$ cat config.mk
export PLATFORM = sky130hd
export DESIGN_NAME = ccd_pattern_source
export DESIGN_NICKNAME = d
export VERILOG_FILES = /design/src/rtl/ccd_pattern_source.sv
export SDC_FILE = /design/constraint.sdc
export NUM_CORES = 1
export LEC_CHECK = 0
export BUFFER_PORTS_ARGS = -buffer_cell sky130_fd_sc_hd__buf_2
export CORE_UTILIZATION = 54
export CTS_CLUSTER_SIZE = 24
export DETAILED_ROUTE_END_ITERATION = 12
export PLACE_DENSITY = 0.77
export SYNTH_ARGS = -nofsm -noshare
export SYNTH_HDL_FRONTEND = slang
export SYNTH_SLANG_ARGS = --single-unit
$ cat constraint.sdc
create_clock -name CCD_PIXCLK -period 3.45 [get_ports CCD_PIXCLK]
set_input_delay 0.1725 -clock CCD_PIXCLK [delete_from_list [all_inputs] [get_ports CCD_PIXCLK]]
set_output_delay 0.1725 -clock CCD_PIXCLK [all_outputs]
set_load 0.01 [all_outputs]
$ cat src/rtl/ccd_pattern_source.sv
// Camera-side test pattern transmitter: drives the same fval/dval/X/Y/RGB stream as
// the CCD capture path so the processing pipeline can run without a sensor.
module ccd_pattern_source #(
  parameter int H_ACTIVE = 800,
  parameter int V_ACTIVE = 480,
  parameter int H_BLANK  = 16,
  parameter int V_BLANK  = 64
) (
  input  logic        CCD_PIXCLK,
  input  logic        iRst_n,
  input  logic        iStart,
  input  logic        iContinuous,
  input  logic [1:0]  iPattern,
  output logic        oFval,
  output logic        oDval,
  output logic [15:0] oX_Cont,
  output logic [15:0] oY_Cont,
  output logic [11:0] oCCD_R,
  output logic [11:0] oCCD_G,
  output logic [11:0] oCCD_B,
  output logic        oFrameDone,
  output logic [15:0] oFrameCount,
  output logic        oBusy
);

  typedef enum logic [2:0] {S_IDLE, S_PRE, S_LINE, S_HBLANK, S_VBLANK} state_t;

  localparam int          BAR_W    = H_ACTIVE / 8;
  localparam logic [15:0] X_LAST   = 16'(H_ACTIVE - 1);
  localparam logic [15:0] Y_LAST   = 16'(V_ACTIVE - 1);
  localparam logic [15:0] HB_LAST  = 16'(H_BLANK - 1);
  localparam logic [15:0] VB_LAST  = 16'(V_BLANK - 1);
  localparam logic [15:0] BAR_LAST = 16'(BAR_W - 1);

  state_t      state_q, state_d;
  logic [15:0] x_q, x_d, y_q, y_d, cnt_q, cnt_d, bar_cnt_q, bar_cnt_d, fcnt_q, fcnt_d;
  logic [2:0]  bar_idx_q, bar_idx_d;
  logic [1:0]  pat_q, pat_d;
  logic        fval_q, fval_d, dval_q, dval_d, done_q, done_d, busy_q, busy_d;
  logic [11:0] r_q, r_d, g_q, g_d, b_q, b_d;

  function automatic logic [11:0] chan(input logic on);
    chan = on ? 12'hFF0 : 12'h000;
  endfunction

  // Bar order white, yellow, cyan, green, magenta, red, blue, black as {R,G,B} enables.
  function automatic logic [35:0] pixel(input logic [1:0] pat, input logic [7:0] x,
                                        input logic [7:0] y, input logic [2:0] bar);
    logic [2:0] m;
    case (bar)
      3'd0:    m = 3'b111;
      3'd1:    m = 3'b110;
      3'd2:    m = 3'b011;
      3'd3:    m = 3'b010;
      3'd4:    m = 3'b101;
      3'd5:    m = 3'b100;
      3'd6:    m = 3'b001;
      default: m = 3'b000;
    endcase
    case (pat)
      2'd0:    pixel = {3{x, 4'h0}};
      2'd1:    pixel = {chan(m[2]), chan(m[1]), chan(m[0])};
      2'd2:    pixel = {3{chan(x[4] ^ y[4])}};
      default: pixel = {3{y, 4'h0}};
    endcase
  endfunction

  always_comb begin
    state_d   = state_q;
    x_d       = x_q;
    y_d       = y_q;
    cnt_d     = cnt_q;
    bar_cnt_d = bar_cnt_q;
    bar_idx_d = bar_idx_q;
    pat_d     = pat_q;
    fcnt_d    = fcnt_q;
    done_d    = 1'b0;
    case (state_q)
      S_IDLE: begin
        x_d = '0;
        y_d = '0;
        if (iStart) begin
          pat_d   = iPattern;
          state_d = S_PRE;
        end
      end
      S_PRE: begin
        state_d   = S_LINE;
        bar_cnt_d = '0;
        bar_idx_d = '0;
      end
      S_LINE: begin
        if (x_q == X_LAST) begin
          x_d   = '0;
          cnt_d = '0;
          if (y_q == Y_LAST) begin
            state_d = S_VBLANK;
            y_d     = '0;
            done_d  = 1'b1;
            fcnt_d  = fcnt_q + 16'd1;
          end else begin
            state_d = S_HBLANK;
          end
        end else begin
          x_d = x_q + 16'd1;
          // Bar index advances by counting pixels within a bar, avoiding a divider.
          if (bar_cnt_q == BAR_LAST) begin
            bar_cnt_d = '0;
            bar_idx_d = bar_idx_q + 3'd1;
          end else begin
            bar_cnt_d = bar_cnt_q + 16'd1;
          end
        end
      end
      S_HBLANK: begin
        if (cnt_q == HB_LAST) begin
          state_d   = S_LINE;
          y_d       = y_q + 16'd1;
          cnt_d     = '0;
          bar_cnt_d = '0;
          bar_idx_d = '0;
        end else begin
          cnt_d = cnt_q + 16'd1;
        end
      end
      S_VBLANK: begin
        if (cnt_q == VB_LAST) begin
          cnt_d = '0;
          if (iContinuous) begin
            state_d   = S_LINE;
            pat_d     = iPattern;
            bar_cnt_d = '0;
            bar_idx_d = '0;
          end else begin
            state_d = S_IDLE;
          end
        end else begin
          cnt_d = cnt_q + 16'd1;
        end
      end
      default: state_d = S_IDLE;
    endcase
    fval_d = (state_d == S_LINE) || (state_d == S_HBLANK);
    dval_d = (state_d == S_LINE);
    busy_d = (state_d != S_IDLE);
    {r_d, g_d, b_d} = dval_d ? pixel(pat_d, x_d[7:0], y_d[7:0], bar_idx_d) : 36'd0;
  end

  always_ff @(posedge CCD_PIXCLK) begin
    if (!iRst_n) begin
      state_q   <= S_IDLE;
      x_q       <= '0;
      y_q       <= '0;
      cnt_q     <= '0;
      bar_cnt_q <= '0;
      bar_idx_q <= '0;
      pat_q     <= '0;
      fcnt_q    <= '0;
      fval_q    <= 1'b0;
      dval_q    <= 1'b0;
      done_q    <= 1'b0;
      busy_q    <= 1'b0;
      r_q       <= '0;
      g_q       <= '0;
      b_q       <= '0;
    end else begin
      state_q   <= state_d;
      x_q       <= x_d;
      y_q       <= y_d;
      cnt_q     <= cnt_d;
      bar_cnt_q <= bar_cnt_d;
      bar_idx_q <= bar_idx_d;
      pat_q     <= pat_d;
      fcnt_q    <= fcnt_d;
      fval_q    <= fval_d;
      dval_q    <= dval_d;
      done_q    <= done_d;
      busy_q    <= busy_d;
      r_q       <= r_d;
      g_q       <= g_d;
      b_q       <= b_d;
    end
  end

  assign oFval       = fval_q;
  assign oDval       = dval_q;
  assign oX_Cont     = x_q;
  assign oY_Cont     = y_q;
  assign oCCD_R      = r_q;
  assign oCCD_G      = g_q;
  assign oCCD_B      = b_q;
  assign oFrameDone  = done_q;
  assign oFrameCount = fcnt_q;
  assign oBusy       = busy_q;

endmodule

# Yosys cells after proc, flatten, opt, wreduce, memory -nomap -nowiden
# Cells that the tools add are included.
# word_totals
reg_bits	128
input_bits	6
out_inout_bits	88
# classes
add_sub_neg	6
n_eq_ne	25
muxes	40
bitwise_logic	1
n_reduce_logical	15
# ops
operator	count
two-way mux 16 bit	12
one-hot mux 36 bit (3 select lines)	1
one-hot mux 16 bit (3 select lines)	2
adder 16 x 1 -> 16 bit, second input constant	5
one-hot mux 16 bit (4 select lines)	1
two-way mux 12 bit	4
one-hot mux 16 bit (2 select lines)	1
two-way mux 3 bit	10
one-hot mux 3 bit (7 select lines)	1
equality test 3 x 2 -> 1 bit, second input constant	6
equality test 16 x 10 -> 1 bit, second input constant	1
equality test 16 x 4 -> 1 bit, second input constant	1
equality test 16 x 6 -> 1 bit, second input constant	1
equality test 16 x 7 -> 1 bit, second input constant	1
equality test 16 x 9 -> 1 bit, second input constant	1
one-hot mux 3 bit (5 select lines)	1
equality test 3 bit, second input constant	4
inequality test 2 bit, second input constant	6
one-hot mux 3 bit (4 select lines)	1
nonzero test 3 bit	3
two-way mux 2 bit	4
equality test 3 x 1 -> 1 bit, second input constant	2
zero test 3 bit	2
AND reduction 3 bit	2
other kinds (13)	14

# Longest topological paths before layout
# logic_depth
ltp_word	8
ltp_mapped	11
ltp_nobuf	8

# Worst setup path before layout
# No wires, ideal clock.
# synth_timing
path_kind	register -> register
from	register x_q[11], in the netlist oX_Cont[11]
to	register fcnt_q[13], in the netlist oFrameCount[13]
setup_ns	0.070
arrival_ns	2.588
path_slack_ns	0.791
stages_incl_launch_ff	8
synth_period_minus_slack_ns	2.659
path_cell_list	dfxtp_1 or4_4 or4_4 buf_6 nor3_4 nand4_4 or3_1 a21oi_1
# synth_between
elab_chain_cells	2
# synth_rtl
element	line_no	rtl
from (decl)	36	logic [15:0] x_q, x_d, y_q, y_d, cnt_q, cnt_d, bar_cnt_q, bar_cnt_d, fcnt_q, fcnt_d;
from (signal assigned)	152	x_q <= '0;
from (signal assigned)	168	x_q <= x_d;
equality test 16 x 10 -> 1 bit	93	if (x_q == X_LAST) begin
AND reduction 3 bit (no line)	n/a	
to (signal assigned)	174	fcnt_q <= fcnt_d;
to (decl)	36	
# No other way between the ends.
# A chain may end at the register's enable or synchronous reset.

# Final worst setup path
# layout_timing
from	register cnt_q[10]
to	register r_q[7], in the netlist oCCD_R[7]
# layout_between
elab_chain_cells	7
# layout_rtl
element	line_no	rtl
from (decl)	36	
from (signal assigned)	170	cnt_q <= cnt_d;
equality test 16 x 6 -> 1 bit / equality test 16 x 4 -> 1 bit (equally long branches)	127, 116	
two-way mux 3 bit (on tied branches)	127, 116	
one-hot mux 3 bit (4 select lines)	78	case (state_q)
equality test 3 bit, or another cell as far along	50	case (bar)
one-hot mux 3 bit (7 select lines)	50	
two-way mux 12 bit	43	chan = on ? 12'hFF0 : 12'h000;
one-hot mux 36 bit (3 select lines)	60	case (pat)
to (signal assigned)	179	r_q <= r_d;
to (decl)	40	logic [11:0] r_q, r_d, g_q, g_d, b_q, b_d;
# Several ways; a longest one is shown, not always the timed one. The select of a mux whose other input is x is not followed.

==> results.md <==
| Stage | Item | This run |
| --- | --- | --- |
| route | Number of vias after detailed routing | 5083 |
| power | Power share of the sequential group | 39.9% |
| die | Placeable core region | 0.00973 mm² |
| finish | Total number of nets in the final design | 738 |
| route | Uppermost signal routing layer after detailed routing | met4 |
| timing | FMAX | 335 MHz |
| finish | Area growth from synthesis to layout | 20.6% |
| worst hold path | Launch instance of the worst min-delay path | iRst_n |
| clock tree | Setup bufs post-CTS | 0 |
| yosys | XOR/XNOR share of the synthesized area | 7.27% |
| worst setup path | Reg2reg end | oCCD_R[7]$_SDFF_PN0_ |
| route | Routed wire length | 13700 µm |
| place | Half-perimeter wire length after placement | 9620 µm |
| power | Combinational cell fraction of total power | 5.4% |
| global route | Largest net degree at the start of global routing | 38 |
| power | Cell leakage power | 2.59 nW |
| route | Avg Vias per Cell | 5.83 |
| timing | Max transition margin | 44.5% |
| yosys | Post-synthesis simple-gate area fraction | 27.6% |
| clock tree | Clock slew seen by the registers of the worst setup and hold paths | 0.06 ns |
| route | Routed wl met3 | 729 µm |
| global route | Wire length of the first global-routing pass | 21100 µm |
| die | Row cnt | 36 |
| route | Iteration-0 DRC count of the detailed router | 364 |
| timing | Time the final worst path needs with I/O delays and setup | 2.98 ns |
| route | Routed len/inst | 15.7 µm |
| place | Instance area after placement | 0.00588 mm² |
| finish | Final core occ | 67.2% |
| yosys | Count of flip-flops with a built-in enable after synthesis | 0 |
| timing | Number of setup violations in the final report | 0 |
| global route | Number of global-route vias before repair | 4493 |
| yosys | Multiplexer share of the synthesized area | 0.739% |
| yosys | Adder-Cell Fraction of Synth Area | 1.39% |
| job | # Max-Cap Violations | 0 |
| worst setup path | R2r setup slk | 0.47 ns |
| yosys | Post-synthesis area per instance | 8.45 µm² |
| route | Routed length on met1 | 5910 µm |
| die | Die Height | 102 µm |
| finish | Most common cell after layout, fill and taps aside | sky130_fd_sc_hd__dfxtp_1 |
| place | GPL Wtd Cong | 0.999 |
| worst setup path | Required arrival time at the worst endpoint | 3.83 ns |
| global route | Antenna violations before repair | 0 |
| global route | Gr ovfl total | 0 |
| worst hold path | Count of cells along the worst hold path | 2 |
| finish | Design area | 0.00654 mm² |
| outcome | Outcome | finished clean |
| timing | Slew at the pin closest to its max-slew limit | 0.832 ns |
| die | Area of the die | 0.0104 mm² |
| yosys | Dominant combinational cell family by area after synthesis | simple AND/OR/NAND/NOR gates |
| place | Setup slack at placement | 0.559 ns |
| yosys | Share of synthesized area occupied by flip-flops and latches | 42.9% |
| clock tree | H-tree lvl count | 4 |
| timing | Number of hold violations in the final report | 0 |
| power | Switching share of power | 24.2% |
| die | Die width | 102 µm |
| yosys | Proportion of register bits with asynchronous set or reset after synthesis | 0% |
| die | Count of pins on the block boundary | 94 |
| yosys | Post-synthesis compound-gate area fraction | 15.7% |
| worst setup path | Crit Reg-Reg Startpoint | cnt_q[10]$_SDFFE_PN0P_ |
| finish | Leading cell types in the layout, fill and taps excluded | sky130_fd_sc_hd__dfxtp_1 (116), sky130_fd_sc_hd__nor2_1 (85), sky130_fd_sc_hd__buf_2 (81), sky130_fd_sc_hd__a21oi_1 (60), sky130_fd_sc_hd__nand2_1 (42) |
| clock tree | CTS Buf Count | 17 |
| place | I/O Buffers | 81 |
| clock tree | Number of clock sinks seen by CTS | 116 |
| worst setup path | Path type of the worst setup path | reg2reg |
| yosys | Netlist Area Pre-Place | 0.00542 mm² |
| worst hold path | Type of the tightest min-delay check | in2reg |
| timing | Period utilization | 86.4% |
| finish | Fillers | 791 |
| clock tree | CTS max path bufs | 2 |
| timing | Skew final | 0.0128 ns |
| yosys | Yosys Warn Count | 0 |
| place | Cells after DPL | 838 |
| yosys | #FFs+latches synth | 116 |
| timing | Max Transition Viols Final | 0 |
| clock tree | TritonCTS clock tree | built |
| finish | Final Non-Filler Cells | 872 |
| worst setup path | Kind of start point of the critical path | register |
| yosys | Synth unique cells | 64 |
| route | Residual DRC count | 0 |
| yosys | Most instantiated flip-flop cell in the synthesis netlist | sky130_fd_sc_hd__dfxtp_1 |
| timing | RSZ-0062 raised after global routing | no |
| route | Met2 WL post-DR | 6690 µm |
| die | Initial standard-cell utilization of the core | 55.7% |
| worst setup path | CP arrival | 3.36 ns |
| power | Cell area power density | 526 mW/mm² |
| global route | Combined global-route utilization of all metal layers | 26.0% |
| worst setup path | Max FO, Critical Path | 6 |
| route | Drt first pass iters | 5 |
| power | Clock share of power | 54.7% |
| finish | Number of diodes added for antenna fixing | 0 |
| clock tree | Clock tree root buffer cell | sky130_fd_sc_hd__clkbuf_8 |
| route | Number of nets with antenna violations after routing | 0 |
| worst setup path | R2R cell count | 7 |
| clock tree | Clock latency reported for the late side of the worst-skew pair | 0.52 ns |
| power | Net switching power figure | 833 µW |
| power | Design internal power | 2.61 mW |
| yosys | Post-synthesis instance total | 641 |
| worst hold path | Hold path endpoint | state_q[1]$_SDFF_PN0_ |
| timing | Final-layout setup total negative slack | 0 ns |
| finish | Layout cell share with drive strength beyond 1 | 18.1% |
| worst setup path | Capturing element type of the critical path | register |
| power | Worst vdd ir | 0.304 mV |
| timing | Worst setup margin | 0.468 ns |
## cells by family (layout without fill, tap and decap cells)
group                      after synthesis  in the layout
adders and majority gates                6              6
AOI/OAI and AO/OA                      136            136
buffers and inverters                   48            135
muxes                                    4              4
and+or+nand+nor                        285            285
other                                    1             12
DFF                                    116            116
xor gates and xnor gates                45             45
## final cells by class
class,count,area (µm²),share of cell area (%)
clock inverters,15,218,3.33
repair buffers,87,455,6.97
well taps,133,166,2.55
multi-input cells,488,2900,44.4
flip-flops and latches,116,2320,35.5
clock buffers,17,414,6.34
inverters,16,60.1,0.919
## worst max-delay path, stage by stage (launching register included)
cell and delay (ns):
sky130_fd_sc_hd__dfxtp_1 0.35, sky130_fd_sc_hd__nor4_1 0.51, sky130_fd_sc_hd__nand4_1 0.34, sky130_fd_sc_hd__o21ai_1 0.35, sky130_fd_sc_hd__nand2_1 0.21, sky130_fd_sc_hd__a311oi_1 0.65, sky130_fd_sc_hd__o32a_1 0.32, sky130_fd_sc_hd__a21oi_1 0.10
## metrics by stage
| stage | total power, mW | hold WS [ns] |
|---|---|---|
| 3_5_place_dp | 1.58 | 0.478 |
| 3_3_place_gp | 1.57 | 0.478 |
| 2_1_floorplan | 1.54 | 0.320 |
| 6_report | 3.44 | 0.0630 |
| 4_1_cts | 3.45 | 0.0388 |
| 5_1_grt | 3.54 | 0.0530 |
## state kept, by name, summed over array words and instances (netlist names), 8 cells and up
register,flops
bar_cnt_q,16
oCCD_G,8
cnt_q,16
oCCD_R,8
oX_Cont,16
oY_Cont,16
oCCD_B,8
oFrameCount,16
## Yosys cell counts, types with 15 or more instances
library cell / count / area share (%)
sky130_fd_sc_hd__dfxtp_1: 116 / 43
sky130_fd_sc_hd__nor2_1: 85 / 5.9
sky130_fd_sc_hd__a21oi_1: 60 / 5.5
sky130_fd_sc_hd__nand2_1: 42 / 2.9
sky130_fd_sc_hd__nand3_1: 29 / 2.7
sky130_fd_sc_hd__o21ai_0: 29 / 2.7
sky130_fd_sc_hd__nor3_1: 23 / 2.1
sky130_fd_sc_hd__xnor2_1: 23 / 3.7
sky130_fd_sc_hd__xor2_1: 22 / 3.6
sky130_fd_sc_hd__nand4_1: 21 / 2.4
sky130_fd_sc_hd__clkbuf_1: 15 / 1.0
sky130_fd_sc_hd__inv_1: 15 / 1.0
## metal layers
metal  GRT usage (%)  vias to the layer above
met5               0                        -
met2            44.0                      190
met4            11.1                        0
met1            31.4                     2399
met3            6.43                       37
li1                -                     2457
## how the worst max path moves through the flow
stage | from | depth (start not counted) | endpoint
3_5_place_dp | oX_Cont[11]$_SDFFE_PN0N_ | 7 | oCCD_R[10]$_SDFF_PN0_
6_report | cnt_q[10]$_SDFFE_PN0P_ | 7 | oCCD_R[7]$_SDFF_PN0_
2_1_floorplan | oX_Cont[11]$_SDFFE_PN0N_ | 7 | oFrameCount[13]$_SDFFE_PN0P_
4_1_cts | oX_Cont[11]$_SDFFE_PN0N_ | 7 | oCCD_B[5]$_SDFF_PN0_
5_1_grt | cnt_q[6]$_SDFFE_PN0P_ | 7 | oCCD_R[7]$_SDFF_PN0_
3_3_place_gp | oX_Cont[11]$_SDFFE_PN0N_ | 7 | oCCD_R[10]$_SDFF_PN0_
## repair_timing
item | in CTS | in global routing
resized for setup | 0 | 0
hold endpoints to repair | 2 | 0
hold buffers | 2 | 0
## power by group through the flow
stage	clock network (mW)	logic, mW	registers [mW]
2_1_floorplan	0	0.138	1.40
3_3_place_gp	0	0.176	1.40
3_5_place_dp	0	0.179	1.40
4_1_cts	1.90	0.184	1.37
5_1_grt	1.96	0.204	1.37
6_report	1.88	0.187	1.37
Power figures use the tool's default switching activity.
